==> config.mk <==
export PLATFORM = sky130hd
export DESIGN_NAME = fetch_unit
export DESIGN_NICKNAME = d
export VERILOG_FILES = /design/src/rtl/fetch_unit.sv
export SDC_FILE = /design/constraint.sdc
export NUM_CORES = 1
export LEC_CHECK = 0
export ABC_CLOCK_PERIOD_IN_PS = 2300
export BUFFER_PORTS_ARGS = -buffer_cell sky130_fd_sc_hd__buf_2
export CAP_MARGIN = 20
export CELL_PAD_IN_SITES_DETAIL_PLACEMENT = 1
export CELL_PAD_IN_SITES_GLOBAL_PLACEMENT = 2
export CORE_MARGIN = 8
export CORE_UTILIZATION = 29
export CTS_BUF_LIST = sky130_fd_sc_hd__clkbuf_4
export CTS_CLUSTER_DIAMETER = 30
export DETAILED_ROUTE_END_ITERATION = 8
export MAX_ROUTING_LAYER = met4
export PLACE_DENSITY = 0.74
export SYNTH_ARGS = -nofsm -noshare
export SYNTH_HDL_FRONTEND = slang
export SYNTH_SLANG_ARGS = --single-unit
==> constraint.sdc <==
create_clock -name clk -period 2.3 [get_ports clk]
set_input_delay 0.46 -clock clk [delete_from_list [all_inputs] [get_ports clk]]
set_output_delay 0.46 -clock clk [all_outputs]
set_load 0.03 [all_outputs]
==> src/rtl/fetch_unit.sv <==
// Instruction-fetch stage: sequential PC, one-outstanding imem read, IF/ID register
// with a one-entry skid buffer that absorbs a response arriving during a stall.
module fetch_unit #(
  parameter int              XLEN     = 32,
  parameter logic [XLEN-1:0] RESET_PC = '0
) (
  input  logic            clk,
  input  logic            rst_n,
  input  logic            pc_sel,
  input  logic            flush,
  input  logic [XLEN-1:0] target,
  input  logic            stall,
  output logic            imem_req,
  output logic [XLEN-1:0] imem_addr,
  input  logic            imem_ready,
  input  logic            imem_rvalid,
  input  logic [XLEN-1:0] imem_rdata,
  output logic            id_valid,
  output logic [XLEN-1:0] id_pc,
  output logic [XLEN-1:0] id_instr
);

  localparam logic [XLEN-1:0] NOP      = XLEN'(32'h0000_0013);
  localparam logic [XLEN-1:0] ALIGN    = ~(XLEN'(3));
  localparam logic [XLEN-1:0] START_PC = RESET_PC & ALIGN;

  typedef enum logic [1:0] {IDLE, REQ, WAIT, DISCARD} state_t;

  state_t          state, state_nxt;
  logic [XLEN-1:0] pc, pc_nxt;
  logic [XLEN-1:0] target_al, resp_pc;
  logic            kill, capture;
  logic            skid_valid;
  logic [XLEN-1:0] skid_pc, skid_instr;

  // A kill (redirect or squash) overrides stall and any response in flight.
  assign kill      = pc_sel | ~flush;
  assign target_al = target & ALIGN;
  assign resp_pc   = pc - XLEN'(4);
  assign capture   = (state == WAIT) && imem_rvalid && !kill;

  always_comb begin
    state_nxt = state;
    pc_nxt    = pc;
    imem_req  = 1'b0;
    imem_addr = pc;
    case (state)
      IDLE: begin
        if (kill) begin
          pc_nxt    = target_al;
          state_nxt = REQ;
        end else if (!skid_valid) begin
          state_nxt = REQ;
        end
      end
      REQ: begin
        imem_req = 1'b1;
        if (kill) begin
          pc_nxt = target_al;
          if (imem_ready) state_nxt = DISCARD;
        end else if (imem_ready) begin
          pc_nxt    = pc + XLEN'(4);
          state_nxt = WAIT;
        end
      end
      WAIT: begin
        if (kill) begin
          pc_nxt    = target_al;
          state_nxt = imem_rvalid ? REQ : DISCARD;
        end else if (imem_rvalid) begin
          // A word landing in the skid buffer blocks the next request.
          state_nxt = (stall || skid_valid) ? IDLE : REQ;
        end
      end
      DISCARD: begin
        if (kill) pc_nxt = target_al;
        if (imem_rvalid) state_nxt = REQ;
      end
      default: state_nxt = IDLE;
    endcase
  end

  always_ff @(posedge clk) begin
    if (!rst_n) begin
      state <= IDLE;
      pc    <= START_PC;
    end else begin
      state <= state_nxt;
      pc    <= pc_nxt;
    end
  end

  // IF/ID drains the skid buffer before taking a fresh response.
  always_ff @(posedge clk) begin
    if (!rst_n) begin
      id_valid   <= 1'b0;
      id_pc      <= '0;
      id_instr   <= NOP;
      skid_valid <= 1'b0;
      skid_pc    <= '0;
      skid_instr <= NOP;
    end else if (kill) begin
      id_valid   <= 1'b0;
      id_instr   <= NOP;
      skid_valid <= 1'b0;
    end else if (stall) begin
      if (capture) begin
        skid_valid <= 1'b1;
        skid_pc    <= resp_pc;
        skid_instr <= imem_rdata;
      end
    end else if (skid_valid) begin
      id_valid   <= 1'b1;
      id_pc      <= skid_pc;
      id_instr   <= skid_instr;
      skid_valid <= capture;
      if (capture) begin
        skid_pc    <= resp_pc;
        skid_instr <= imem_rdata;
      end
    end else if (capture) begin
      id_valid <= 1'b1;
      id_pc    <= resp_pc;
      id_instr <= imem_rdata;
    end else begin
      id_valid <= 1'b0;
      id_instr <= NOP;
    end
  end

endmodule

==> results.cfg, run 1 <==
[floorplan]
start_util_pct = 29.34
core-area_sq_mm = 0.02496
dieArea_sq_mm = 0.03060
die_x_um = 174.9
rows = 58
num_io_pins = 169
die_height_um = 174.9

[pwr]
leakage_uw = 0.003479
switching_share_pct = 32.19
p_comb_share_pct = 16.7
power.density_mw_per_mm2 = 625.3
switching_power_uw = 1826
clkPwrFrac_pct = 32.6
p_total_uw = 5673
p_int_uw = 3847
vdd_ir_drop_max_v = 0.0002416
seqPwrFrac_pct = 50.7

[critical_path]
crit_chain = or4_4 -> buf_4 -> nor4_4 -> buf_4 -> nand4_1 -> xor2_1 -> a21oi_1
crit_family = simple AND/OR/NAND/NOR gates
worstPathArrival_ps = 2640
r2r-start = imem_addr[9]
crit_path_frequent_cell = buf_4
worstSetupStartpointType = flop
end_kind = flop
ff2ff_path_depth = 7
crit_required_ps = 2730
worstSetupPathType = reg2reg
crit_path_max_incr_delay_ps = 550
worstPathMaxFanout = 8
r2r_slack_ps = 90
critPathSlowestCell = or4_4
r2r-end = skid_pc[20]
cp_num_buf_inv = 2

[yosys]
synth.ff_latch_count = 158
syn_area_sq_mm = 0.007325
ys_warn_count = 0
yosysTopAreaCell = dfxtp_1
ys_types = 54
synth_area_per_cell_sq_um = 8.221
synth.top_cells.by_area = dfxtp_1 (43%), a21oi_1 (5.7%), nand2_1 (5.5%), nor3_1 (4.2%), xnor2_1 (3.9%)
dominantRegCellSynth = dfxtp_1
syn_inst = 891
yosys.area.top_type_share_pct = 43.18
ys_seq_area_share_pct = 43.18
synth_edf_count = 0
async_flop_share_pct = 0

[layout]
nets = 1123
layout-area-overhead-vs-synth_pct = 23.86
drive_gt1_share_pct = 26.63
fin_util_pct = 36.34

[global_routing]
antenna_found_initial = 1
grt_max_degree = 66
grt_pass1_wl_mm = 39.87
grt_overflow_total = 0
first_global_vias = 7117
grtUsageTotal_pct = 16.47

[clock_tree]
clkSlewWorstSetupHoldPaths_ps = 170
cts_buffers = 17
clockBufferDepth = 2
postCtsHoldBufs = 0
clock_latency_ps = 570
cts-root-buf = clkbuf_4
cts.sinks = 158
htreeDepth = 4
cts_tree = built

[sta]
slew_headroom_pct = 58.66
fin_hold_ws_ps = 121.6
setup_viol = 0
drv_slew = 0
post-route-period-util_pct = 95.97
finClkSkew_ps = 34.15
finalSetupTns_ps = 0
worstMarginPinSlew_ps = 620.1
period_needed_ps = 2207
setup_ws_ps = 92.73
clock.fmax_mhz = 453.0
hold_viol = 0

[min_path]
hold_end = skid_instr[17]
min_from = imem_rdata[17]
min_path_cells = 3
hold_path_class = in2reg

[drt]
first_pass_iters = 4
drc = 0
avgRoutedWirePerCell_um = 17.90
vias_per_cell = 5.012
drt-initial-drc-count = 368
wl_mm = 24.88
ant_nets = 0
via_count = 6966

[status]
status = finished clean

[run]
drv_cap = 0

[placement]
io_buffers = 162
pre_cts_ws_ps = 59.61
gp_congestion = 0.7826
hpwl_mm = 17.72
## routing by layer
metal | vias to the layer above | routed length [um] | GRT usage, %
li1 | 3496 | - | -
met4 | 0 | 163 | 3.144
met3 | 16 | 1109 | 3.907
met5 | - | 0 | -
met1 | 3305 | 12300 | 21.89
met2 | 149 | 11310 | 25.26
## sequential cells by signal, summed over array words and instances (netlist names)
signal,flops
id_instr,32
skid_instr,32
id_pc,30
imem_addr,30
skid_pc,30
state,2
id_valid,1
skid_valid,1
## layout by cell type, fill, tap and decap left out, types with 3 or more instances in the layout
cell type and instances:
dfxtp_1 154, nor2_1 37, nand2_1 106, buf_12 6, nor3_2 3, and4_1 4
dfxtp_2 4, conb_1 4, inv_6 6, nor4_4 4, buf_4 54, a21oi_1 84
clkbuf_4 17, nor3_1 58, a31oi_1 5, o221ai_1 4, nand4_1 11, nor2b_1 29
buf_2 162, inv_1 11, nand2b_1 6, nand3_1 34, nor4_1 13, a211oi_1 18
or3_1 10, xnor2_1 33, o22ai_1 16, and3_1 13, ha_1 5, o21ai_0 51
a221oi_1 29, xor2_1 17, or4_1 3, o211ai_1 6
## stage by stage
step	area (sq um)	cells
2_1_floorplan	7337	894
3_3_place_gp	8710	1353
3_5_place_dp	8710	1353
4_1_cts	9015	1385
5_1_grt	9072	1390
6_report	9072	1390
## synthesized netlist by cell type, drive strengths merged, types with 19 or more instances
library cell	number
a21oi	84
a221oi	30
clkbuf	75
dfxtp	158
nand2	107
nand3	35
nor2	37
nor2b	30
nor3	62
nor4	19
o21ai	52
xnor2	33
## area by class of cell
type                    count  area [sq um]
flip-flops and latches    158          3168
clock inverters            15         177.7
well taps                 330         412.9
diodes                      1         2.502
multi-input cells         635          3802
inverters                  12         45.04
fillers                  3064         15890
repair buffers            222          1336
clock buffers              17         127.6
## power groups by stage
stage,logic (uW),registers [uW],clock network (uW)
after global routing,1040,2890,2050
final,947,2880,1850
after global placement,930,2930,0
after floorplan,497,3010,0
after CTS,941,2880,1930
after detailed placement,936,2940,0
## cell families after synthesis
family	after synthesis	share of synthesized area, %
simple gates	346	24.70
fa+ha+maj	6	1.025
mux	1	0.1537
buf+inv	102	5.774
other cells	1	0.05120
flops	158	43.18
xor+xnor	50	5.979
compound gates	227	19.13
## worst min-delay path, stage by stage
cell and delay (ps):
buf_2 100, nand2_1 50, a21oi_1 50
## worst max path at each step
| stage | endpoint | from | cells past startpoint |
|---|---|---|---|
| global placement | id_instr[3] | state[0] | 7 |
| global route | skid_pc[20] | imem_addr[9] | 7 |
| detailed placement | id_instr[5] | state[0] | 7 |
| CTS | id_instr[5] | state[0] | 7 |
| finish | skid_pc[20] | imem_addr[9] | 7 |
| floorplan | imem_addr[29] | imem_addr[10] | 8 |
## repair_timing
action | 4_1_cts | 5_1_grt
buffers inserted | 0 | 3
gates resized for setup | 0 | 7
setup endpoints to repair | 0 | 31
Note: power is estimated with default switching activity, not from simulation.
==> run 2: changes to the inputs <==
--- a/config.mk
+++ b/config.mk
@@ -6,7 +6,7 @@
 export NUM_CORES = 1
 export LEC_CHECK = 0
 export ABC_CLOCK_PERIOD_IN_PS = 2300
-export BUFFER_PORTS_ARGS = -buffer_cell sky130_fd_sc_hd__buf_2
+export BUFFER_PORTS_ARGS = -buffer_cell sky130_fd_sc_hd__clkbuf_2
 export CAP_MARGIN = 20
 export CELL_PAD_IN_SITES_DETAIL_PLACEMENT = 1
 export CELL_PAD_IN_SITES_GLOBAL_PLACEMENT = 2
==> results.cfg, run 2 (synthesis results as in run 1) <==
[status]
status = finished clean

[sta]
finalSetupTns_ps = 0
rsz0062_at_grt = false
worstMarginPinSlew_ps = 648.0
clock.fmax_mhz = 447.6
drv_slew = 0
setup_ws_ps = 66.04
finClkSkew_ps = 27.00
period_needed_ps = 2234
setup_viol = 0
post-route-period-util_pct = 97.13
fin_hold_ws_ps = 80.78
slew_headroom_pct = 56.80
hold_viol = 0

[floorplan]
die_height_um = 174.9
die_x_um = 174.9
core-area_sq_mm = 0.02496
rows = 58
start_util_pct = 29.34
dieArea_sq_mm = 0.03060
num_io_pins = 169

[drt]
via_count = 6999
first_pass_iters = 5
vias_per_cell = 5.050
ant_nets = 0
avgRoutedWirePerCell_um = 17.75
drc = 0
drt-initial-drc-count = 312
wl_mm = 24.60

[layout]
largestRegisters = id_instr (32), skid_instr (32)
layout-area-overhead-vs-synth_pct = 23.42
final_common_cell = clkbuf_2
drive_gt1_share_pct = 26.54
layout_common_cells = clkbuf_2 (162), dfxtp_1 (154), nand2_1 (106), a21oi_1 (84), nor3_1 (57)
nets = 1119
fin_cells = 1386
n_fill_cell = 3048

[global_routing]
grt_pass1_wl_mm = 40.05
grt_overflow_total = 0
grtUsageTotal_pct = 16.53
grt_max_degree = 70
antenna_found_initial = 1
first_global_vias = 7349

[clock_tree]
htreeDepth = 4
cts.sinks = 158
clock_latency_ps = 590
cts-root-buf = clkbuf_4
clockBufferDepth = 2
cts_buffers = 17
cts_tree = built
clkSlewWorstSetupHoldPaths_ps = 170

[placement]
pre_cts_ws_ps = 95.65
gp_congestion = 0.7860
io_buffers = 162
dp_cells = 1353
hpwl_mm = 17.54

[critical_path]
worstPathMaxFanout = 13
end_kind = flop
crit_family = simple AND/OR/NAND/NOR gates
worstSetupPathType = reg2reg
crit_chain = or4_4 -> or3_4 -> o41a_1 -> o21ai_1 -> a31oi_1
cp_num_buf_inv = 0
crit_required_ps = 2770
worstPathArrival_ps = 2700
crit_path_max_incr_delay_ps = 570
worstSetupStartpointType = flop
critPathSlowestCell = or4_4

[run]
drv_cap = 0

[pwr]
leakage_uw = 0.003417
power.density_mw_per_mm2 = 614.9
p_total_uw = 5558
vdd_ir_drop_max_v = 0.0002503

[min_path]
hold_path_class = in2reg
run 2: changes by cell type in the layout (fill, tap and decap cells not counted), moves of 2 or more:
cell / change
bufinv_16: -2
buf_2: -162
buf_4: -3
inv_6: -3
clkbuf_2: +162
clkinv_8: +2
clkinv_2: -2
inv_8: +2
nor3_2: +2
run 2: cell type report:
type | count | area [sq um] | share of cell area, %
sequential | 158 | 3168 | 35.05
tap | 330 | 412.9 | 4.567
antenna | 1 | 2.502 | 0.02768
clock buffer | 17 | 127.6 | 1.412
timing repair buffer | 219 | 1314 | 14.53
multi-input combinational | 634 | 3801 | 42.05
clock inverter | 15 | 168.9 | 1.869
inverter | 12 | 45.04 | 0.4983
run 2: path summary, 6_finish.rpt:
| check | end | cells past startpoint | from | slack (ps) |
|---|---|---|---|---|
| max | id_pc[23] | 5 | imem_addr[9] | 70 |
| min | skid_instr[22] | 3 | imem_rdata[22] | 80 |
| max reg2reg | id_pc[23] | 5 | imem_addr[9] | 70 |
| min reg2reg | id_pc[3] | 2 | id_pc[3] | 460 |
run 2: worst reg2reg max path: cells and delay by family, from the launching register on:
kind            cells  cell delay (ps)
simple gates        2             1030
compound gates      3              720
flops               1              360
run 2: layer usage:
| layer | vias to the layer above | track usage, % | part of all wire, % |
|---|---|---|---|
| met2 | 154 | 25.94 | 46 |
| met5 | - | - | 0 |
| li1 | 3481 | - | - |
| met4 | 0 | 4.203 | 1.3 |
| met1 | 3344 | 21.38 | 48 |
| met3 | 20 | 3.432 | 4.4 |
run 2: stage by stage:
step | util [%] | area (sq um)
2_1_floorplan | - | 7337
3_3_place_gp | 34.89 | 8710
3_5_place_dp | 34.89 | 8710
4_1_cts | 36.08 | 9006
5_1_grt | 36.21 | 9040
6_report | 36.21 | 9040
run 2: report_power, final:
part,leakage (uW),internal [uW],total [uW],switching (uW)
clock,0.000153,509,1750,1240
combinational,0.00198,342,935,593
sequential,0.00128,2810,2880,68.4
run 2: timing repair:
item / 4_1_cts / 5_1_grt
setup buffers: 0 / 0
endpoints found under the setup margin: 0 / 11
gates resized for setup: 0 / 8
hold buffers: 0 / 0
